**config.mk**
```make
export PLATFORM = sky130hd
export DESIGN_NAME = multi_port_fifo
export DESIGN_NICKNAME = d
export VERILOG_FILES = /design/src/rtl/multi_port_fifo.sv
export SDC_FILE = /design/constraint.sdc
export NUM_CORES = 2
export LEC_CHECK = 0
export CAP_MARGIN = 20
export CORE_ASPECT_RATIO = 0.7
export CORE_MARGIN = 4
export CORE_UTILIZATION = 35
export DETAILED_ROUTE_END_ITERATION = 8
export GPL_TIMING_DRIVEN = 0
export PLACE_DENSITY = 0.56
export SETUP_SLACK_MARGIN = 0.1
export SLEW_MARGIN = 25
export SYNTH_ARGS = -nofsm -noshare
export SYNTH_HDL_FRONTEND = slang
export SYNTH_SLANG_ARGS = --single-unit
```
**constraint.sdc**
```tcl
create_clock -name clk -period 61.6 [get_ports clk]
set_clock_uncertainty 0.15 [all_clocks]
set_input_delay 12.32 -clock clk [delete_from_list [all_inputs] [get_ports clk]]
set_output_delay 12.32 -clock clk [all_outputs]
set_load 0.005 [all_outputs]
```
**src/rtl/multi_port_fifo.sv**
```systemverilog
// rtl/multi_port_fifo.sv - multi-port first-word-fall-through FIFO with register storage
//
// Purpose: accepts up to WRITE_PORTS entries and retires up to READ_PORTS
// entries per clock. A push is all-or-nothing. Sparse push masks are
// compacted in ascending lane order. A pop retires the contiguous run of set
// bits starting at lane 0. All outputs depend only on registered state.
//
// Ports:
//   clk          - clock; all state updates on the rising edge
//   rst          - synchronous active-high reset
//   flush_i      - synchronous clear of all contents
//   push_i       - per-lane push request (WRITE_PORTS bits)
//   data_i       - per-lane write data; lane k at [k*DATA_WIDTH +: DATA_WIDTH]
//   push_ready_o - free slots >= WRITE_PORTS
//   pop_i        - per-lane pop request (READ_PORTS bits)
//   valid_o      - valid_o[i] = usage_o > i
//   data_o       - i-th oldest entry at [i*DATA_WIDTH +: DATA_WIDTH]
//   usage_o      - stored entry count
//   free_o       - DEPTH - usage_o
module multi_port_fifo #(
    parameter int DEPTH       = 16,
    parameter int DATA_WIDTH  = 32,
    parameter int WRITE_PORTS = 2,
    parameter int READ_PORTS  = 2,
    localparam int CNT_WIDTH  = $clog2(DEPTH + 1)
) (
    input  logic                              clk,
    input  logic                              rst,
    input  logic                              flush_i,
    input  logic [WRITE_PORTS-1:0]            push_i,
    input  logic [WRITE_PORTS*DATA_WIDTH-1:0] data_i,
    output logic                              push_ready_o,
    input  logic [READ_PORTS-1:0]             pop_i,
    output logic [READ_PORTS-1:0]             valid_o,
    output logic [READ_PORTS*DATA_WIDTH-1:0]  data_o,
    output logic [CNT_WIDTH-1:0]              usage_o,
    output logic [CNT_WIDTH-1:0]              free_o
);

    localparam int PW        = CNT_WIDTH + 1;
    localparam int PTR_WIDTH = (DEPTH > 1) ? $clog2(DEPTH) : 1;

    logic [DATA_WIDTH-1:0] mem_q [DEPTH];
    logic [DATA_WIDTH-1:0] mem_d [DEPTH];
    logic [CNT_WIDTH-1:0]  rd_ptr_q, rd_ptr_d;
    logic [CNT_WIDTH-1:0]  wr_ptr_q, wr_ptr_d;
    logic [CNT_WIDTH-1:0]  count_q, count_d;
    logic [CNT_WIDTH-1:0]  n_push;
    logic [CNT_WIDTH-1:0]  n_pop;
    logic [CNT_WIDTH-1:0]  wr_slot;
    logic                  pop_stop;

    // (ptr + off) mod DEPTH. ptr < DEPTH and off <= DEPTH, so the sum is below
    // 2*DEPTH and a single conditional subtract suffices for any DEPTH.
    function automatic logic [CNT_WIDTH-1:0] wrap_add(input logic [CNT_WIDTH-1:0] ptr,
                                                      input logic [CNT_WIDTH-1:0] off);
        logic [PW-1:0] sum;
        sum = {1'b0, ptr} + {1'b0, off};
        if (sum >= PW'(DEPTH)) begin
            sum = sum - PW'(DEPTH);
        end
        return sum[CNT_WIDTH-1:0];
    endfunction

    assign usage_o      = count_q;
    assign free_o       = CNT_WIDTH'(DEPTH) - count_q;
    assign push_ready_o = (free_o >= CNT_WIDTH'(WRITE_PORTS));

    for (genvar i = 0; i < READ_PORTS; i++) begin : g_rd
        logic [CNT_WIDTH-1:0] rd_slot;
        assign rd_slot                             = wrap_add(rd_ptr_q, CNT_WIDTH'(i));
        assign valid_o[i]                          = (count_q > CNT_WIDTH'(i));
        assign data_o[i*DATA_WIDTH +: DATA_WIDTH]  = mem_q[rd_slot[PTR_WIDTH-1:0]];
    end

    always_comb begin
        mem_d    = mem_q;
        rd_ptr_d = rd_ptr_q;
        wr_ptr_d = wr_ptr_q;
        count_d  = count_q;
        n_push   = '0;
        n_pop    = '0;
        wr_slot  = '0;
        pop_stop = 1'b0;

        if (!flush_i) begin
            // Compaction: the running count of set lanes is the slot offset.
            if (push_ready_o && !rst) begin
                for (int k = 0; k < WRITE_PORTS; k++) begin
                    if (push_i[k]) begin
                        wr_slot = wrap_add(wr_ptr_q, n_push);
                        mem_d[wr_slot[PTR_WIDTH-1:0]] = data_i[k*DATA_WIDTH +: DATA_WIDTH];
                        n_push = n_push + CNT_WIDTH'(1);
                    end
                end
            end
            // Only the unbroken run of (pop & valid) from lane 0 is retired.
            for (int i = 0; i < READ_PORTS; i++) begin
                if (!pop_stop && pop_i[i] && valid_o[i]) begin
                    n_pop = n_pop + CNT_WIDTH'(1);
                end else begin
                    pop_stop = 1'b1;
                end
            end
            wr_ptr_d = wrap_add(wr_ptr_q, n_push);
            rd_ptr_d = wrap_add(rd_ptr_q, n_pop);
            count_d  = count_q + n_push - n_pop;
        end else begin
            rd_ptr_d = '0;
            wr_ptr_d = '0;
            count_d  = '0;
        end
    end

    always_ff @(posedge clk) begin
        if (rst) begin
            rd_ptr_q <= '0;
            wr_ptr_q <= '0;
            count_q  <= '0;
        end else begin
            rd_ptr_q <= rd_ptr_d;
            wr_ptr_q <= wr_ptr_d;
            count_q  <= count_d;
        end
    end

    // Storage is intentionally not reset; validity is tracked by count_q.
    always_ff @(posedge clk) begin
        mem_q <= mem_d;
    end

endmodule

```
# [Word level (Yosys, flattened, before mapping)]
# Index checks and enable logic that the tools add are counted.
[totals] reg_bits=527 inputBits=71 output_inout_bits=77 word_cells=104
[op_classes] n_addsub=15 order_cmp=15 mux=40 n_bitwise=5 n_reduce_logical=10
[ops] op="512-bit 2-to-1 mux" n=4
[ops] op="512-bit bitwise mux" n=2
[ops] op="32-bit binary-select mux with 4-bit select" n=2
[ops] op="32-bit demux with 4-bit select" n=2
[ops] op="32-bit 2-to-1 mux" n=6
[ops] op="5-bit 2-to-1 mux" n=10
[ops] op="4-bit 2-to-1 mux" n=10
[ops] op="5-bit greater-or-equal comparator, second input constant" n=6
[ops] op="6-bit by 5-bit greater-or-equal comparator with 1-bit output, second input constant" n=4
[ops] op="4-bit NOT with 5-bit output" n=4
[ops] op="5-bit by 5-bit adder with 6-bit output" n=3
[ops] op="4-bit by 1-bit subtractor with 4-bit output, second input constant" n=4
[ops] op="5-bit by 1-bit adder with 5-bit output, second input constant" n=2
[ops] op="5-bit by 1-bit > comparator with 1-bit output, second input constant" n=2
[ops] op="5-bit by 1-bit < comparator with 1-bit output, second input constant" n=2
[ops] op="5-bit subtractor, second input constant" n=2
[ops] op="5-bit by 1-bit adder with 6-bit output, second input constant" n=1
[ops] op="1-bit logical AND" n=6
[ops] op="5-bit adder" n=1
[ops] op="5-bit by 2-bit greater-or-equal comparator with 1-bit output, second input constant" n=1
[ops] op="5-bit subtractor" n=1
[ops] op="5-bit subtractor, first input constant" n=1
[ops] op="1-bit 2-to-1 mux" n=4
[ops] op="1-bit logical NOT" n=2
[ops] op="3 further kinds" n=3

# [Logic depth before layout (Yosys ltp)]
[logic_depth] word_depth=18 ltp_mapped=17 ltp_nobuf=17

# [Least setup slack after synthesis]
# No wires, ideal clock.
[synth_timing] path_type="input -> register" startpoint="input rst" endpoint="register mem_q[0] in the netlist's numbering, enable pin" setup_ns=1.402 t_arrival_ns=33.986 t_required_ns=60.048 setup_slack_ns=26.062 cell_stages=3 n_path_buf=1 cell_sequence="or2_2 > clkbuf_1 > nor2_1"
[synth_between] elab_chain_cells=3
[synth_rtl] element="from (decl)" line="28" source="input logic rst,"
[synth_rtl] element="1-bit logical NOT" line="88" source="if (push_ready_o && !rst) begin"
[synth_rtl] element="1-bit logical AND" line="88"
[synth_rtl] element="2-bit AND reduction (no line)"
[synth_rtl] element="to (signal assigned)" line="129" source="mem_q <= mem_d;"
[synth_rtl] element="to (decl)" line="43" source="logic [DATA_WIDTH-1:0] mem_q [DEPTH];"
# No other way between the ends.
# A chain may end at the register's enable or synchronous reset.

# [Worst setup path in the final report]
[layout_timing] startpoint="register rd_ptr_q[3]" endpoint="output data_o[34]"
[layout_between] elab_chain_cells=7 word_cells_on_any_way=8 cone_classes="2 x add/sub; 1 x order compare; 4 x mux; 1 x bitwise"
[layout_rtl] element="from (decl)" line="45" source="logic [CNT_WIDTH-1:0] rd_ptr_q, rd_ptr_d;"
[layout_rtl] element="from (signal assigned)" line="121" source="rd_ptr_q <= rd_ptr_d;"
[layout_rtl] element="5-bit by 1-bit adder with 6-bit output *" line="58" source="sum = {1'b0, ptr} + {1'b0, off};"
[layout_rtl] element="6-bit by 5-bit greater-or-equal comparator with 1-bit output or 4-bit by 1-bit subtractor with 4-bit output (tied branches)" line="59, 60"
[layout_rtl] element="4-bit 2-to-1 mux *" line="59" source="if (sum >= PW'(DEPTH)) begin"
[layout_rtl] element="4-bit NOT with 5-bit output (implied by the code) *" line="73" source="assign data_o[i*DATA_WIDTH +: DATA_WIDTH] = mem_q[rd_slot[PTR_WIDTH-1:0]];"
[layout_rtl] element="32-bit binary-select mux with 4-bit select *" line="73"
[layout_rtl] element="32-bit 2-to-1 mux (implied by the code) * (2 in series)" line="73"
[layout_rtl] element="to (decl)" line="35" source="output logic [READ_PORTS*DATA_WIDTH-1:0] data_o,"
# Mark *: on every way between the ends. The rest lies on a longest branch, timed or not. The select of a mux whose other input is x is not followed.

==> results_dict.tcl <==
set metrics [dict create \
    dp_slack_ns 45.30 \
    synth_top_area_share_pct 41.8 \
    core_area_um2 104000 \
    dp.cells 4061 \
    syn_area_per_cell_um2 14.9 \
    setup_viol 0 \
    grt_pass1_vias 25500 \
    cts_setup_buffers 0 \
    worst_setup_path_end_kind "output pin" \
    combPwrFrac_pct 39.7 \
    p_sw_mw 0.531 \
    worstMarginPinSlew_ns 1.19 \
    io_buffer_count 147 \
    sw_frac_of_total_pct 32.2 \
    cp-start-kind "flip-flop" \
    ir_worst_vdd_mv 0.0365 \
    cts_max_path_buffers 3 \
    drt_iter0_markers 3017 \
    grt_pass1_wl_um 192000 \
    antenna_found_initial 4 \
    place_congestion 0.903 \
    ys_ff_latch 525 \
    p_leak_nw 13.7 \
    syn-num-nets 2570 \
    stdcell_count 4177 \
    cts_buffers 59 \
    max-cap-violations 0 \
    wl_per_cell_um 32.9 \
    p_per_area_nw_per_um2 38.5 \
    ant_nets 0 \
    dr_total_vias 25600 \
    drive_gt1_share_pct 50.3 \
    dr.pass1.iters 5 \
    yosys-top-cells-area "edfxtp_1 42%, mux2_2 27%, mux4_2 14%, mux2_1 4.1%, mux2i_1 3.5%" \
    die_height_um 279 \
    vias_per_cell 6.12 \
    cts_tree "done" \
    fin_total_pwr_mw 1.65 \
    setup_tns_ns 0 \
    drc_errors 0 \
    clkPwrFrac_pct 24.0 \
    syn_to_final_growth_pct 16.5 \
    drt_wl_total_um 138000 \
    num-nets-final 2805 \
    cp_max_fo 10 \
    cp_data_arrival_time_ns 4.58 \
    whs_ns 0.551 \
    ctsHoldBuffers 0 \
    rsz0062_at_grt "false" \
    clk_pin_slew_ns 0.07 \
    hold_path_class "reg2reg" \
    gr-total-overflow 0 \
    clkLatencyLatePin_ns 0.64 \
    fin_ws_ns 44.55 \
    clock_sinks 525 \
    cts_max_level 2 \
    syn-cell-area_um2 36800 \
    worst-setup-path-type "reg2out" \
    num_io_pins 148 \
    synth_seq_area_share_pct 42.5 \
    postCtsResizedCells 0 \
    final_cell_mix "891 x mux2_2, 512 x edfxtp_1, 224 x mux4_2" \
    layout_commonest_cell "mux2_2" \
    grt_max_degree 26 \
    netlist_instances 2474 \
    p_int_mw 1.12 \
    finalCritPeriodShare_pct 27.7 \
    slew_viol_final 0 \
    yosysUniqueCellTypes 42 \
    cp.required_ns 49.13 \
    slew_headroom_pct 20.8 \
    grt_use_total_pct 24.2 \
    p_seq_share_pct 36.3 \
    fin_crit_ns 17.05 \
    clock-root-buffer "clkbuf_16" \
    hpwl_um 94000 \
    die_w_um 395 \
    hold_violations 0 \
    synth.largest_area_cell "edfxtp_1" \
    die_area_um2 110000 \
    fp-row-count 99 \
    status "finished clean" \
    ys_warn_count 0 \
    max_freq_mhz 58.7 \
    initial_core_util_pct 35.3 \
]
[flip-flops by register name (all words and copies together), names as in the netlist]
signal / count
usage_o: 5
wr_ptr_q: 4
rd_ptr_q: 4
mem_q: 512
[power by group through the flow]
stage / logic [mW] / clock network, mW / registers (mW)
CTS: 0.655 / 0.402 / 0.595
global placement: 0.600 / 0 / 0.734
global route: 0.697 / 0.417 / 0.607
finish: 0.655 / 0.396 / 0.598
floorplan: 0.408 / 0 / 0.668
detailed placement: 0.651 / 0 / 0.602
[path summary, 6_finish.rpt]
path         slack [ns]              startpoint               endpoint  cells past startpoint
max               44.55  rd_ptr_q[3]$_SDFF_PP0_             data_o[34]                      6
min                0.55    mem_q[126]$_DFFE_PP_   mem_q[126]$_DFFE_PP_                      2
max reg2reg       57.57   usage_o[1]$_SDFF_PP0_  usage_o[4]$_SDFF_PP0_                     17
min reg2reg        0.55    mem_q[126]$_DFFE_PP_   mem_q[126]$_DFFE_PP_                      2
[Yosys cell counts, drive strengths merged]
cell,instances
nand3,4
a21o,1
nand2b,6
or2,2
nor2b,6
and2,9
mux2i,129
nor3b,2
clkinv,1
mux2,1024
fa,4
nor2,32
nand3b,3
edfxtp,512
nand2,46
buf,125
a32oi,1
clkbuf,134
xnor2,9
inv,19
nand4,1
xor2,2
a221oi,64
a21oi,6
and3b,1
o21ai,32
nor4,1
and3,1
mux4,224
or3,2
a22oi,32
o32a,2
o32ai,2
ha,21
nor3,1
dfxtp,13
[critical path: stages, from the launching register on]
cell and delay, ns:
dfxtp_1 0.33, clkbuf_1 0.44, clkinv_1 0.46, xnor2_1 0.82, clkbuf_1 0.91, mux4_2 0.42, clkdlybuf4s50_1 0.54
[cell families after synthesis]
| logic type | synth area share, % |
|---|---|
| buffers and inverters | 3.28 |
| DFF | 42.5 |
| and+or+nand+nor | 1.49 |
| AOI/OAI and AO/OA | 2.88 |
| xor gates and xnor gates | 0.262 |
| muxes | 48.6 |
| adders and majority gates | 0.933 |
[layer usage]
layer	wire length, um	part of all wire, %	global-route usage (%)
met2	58500	43	35.2
met5	0	0	0
met3	14700	11	6.13
met4	4740	3.4	8.02
met1	59600	43	35.1
[cell type report]
cell class,count,area (um^2)
Clock inverter,45,552
Clock buffer,67,1560
Buffer,259,1180
Timing Repair Buffer,174,2130
Fill cell,9409,61400
Inverter,20,75.1
Multi-Input combinational cell,1670,19900
Antenna cell,3,7.51
Tap cell,1414,1770
Sequential cell,525,15600
[per-stage QoR]
stage,instance area [um^2],utilization [%]
after floorplan,36800,-
after global placement,40000,38.4
after detailed placement,40700,39.1
after CTS,42800,41.1
after global routing,42800,41.1
final,42800,41.1
(Power assumes the default switching activity.)
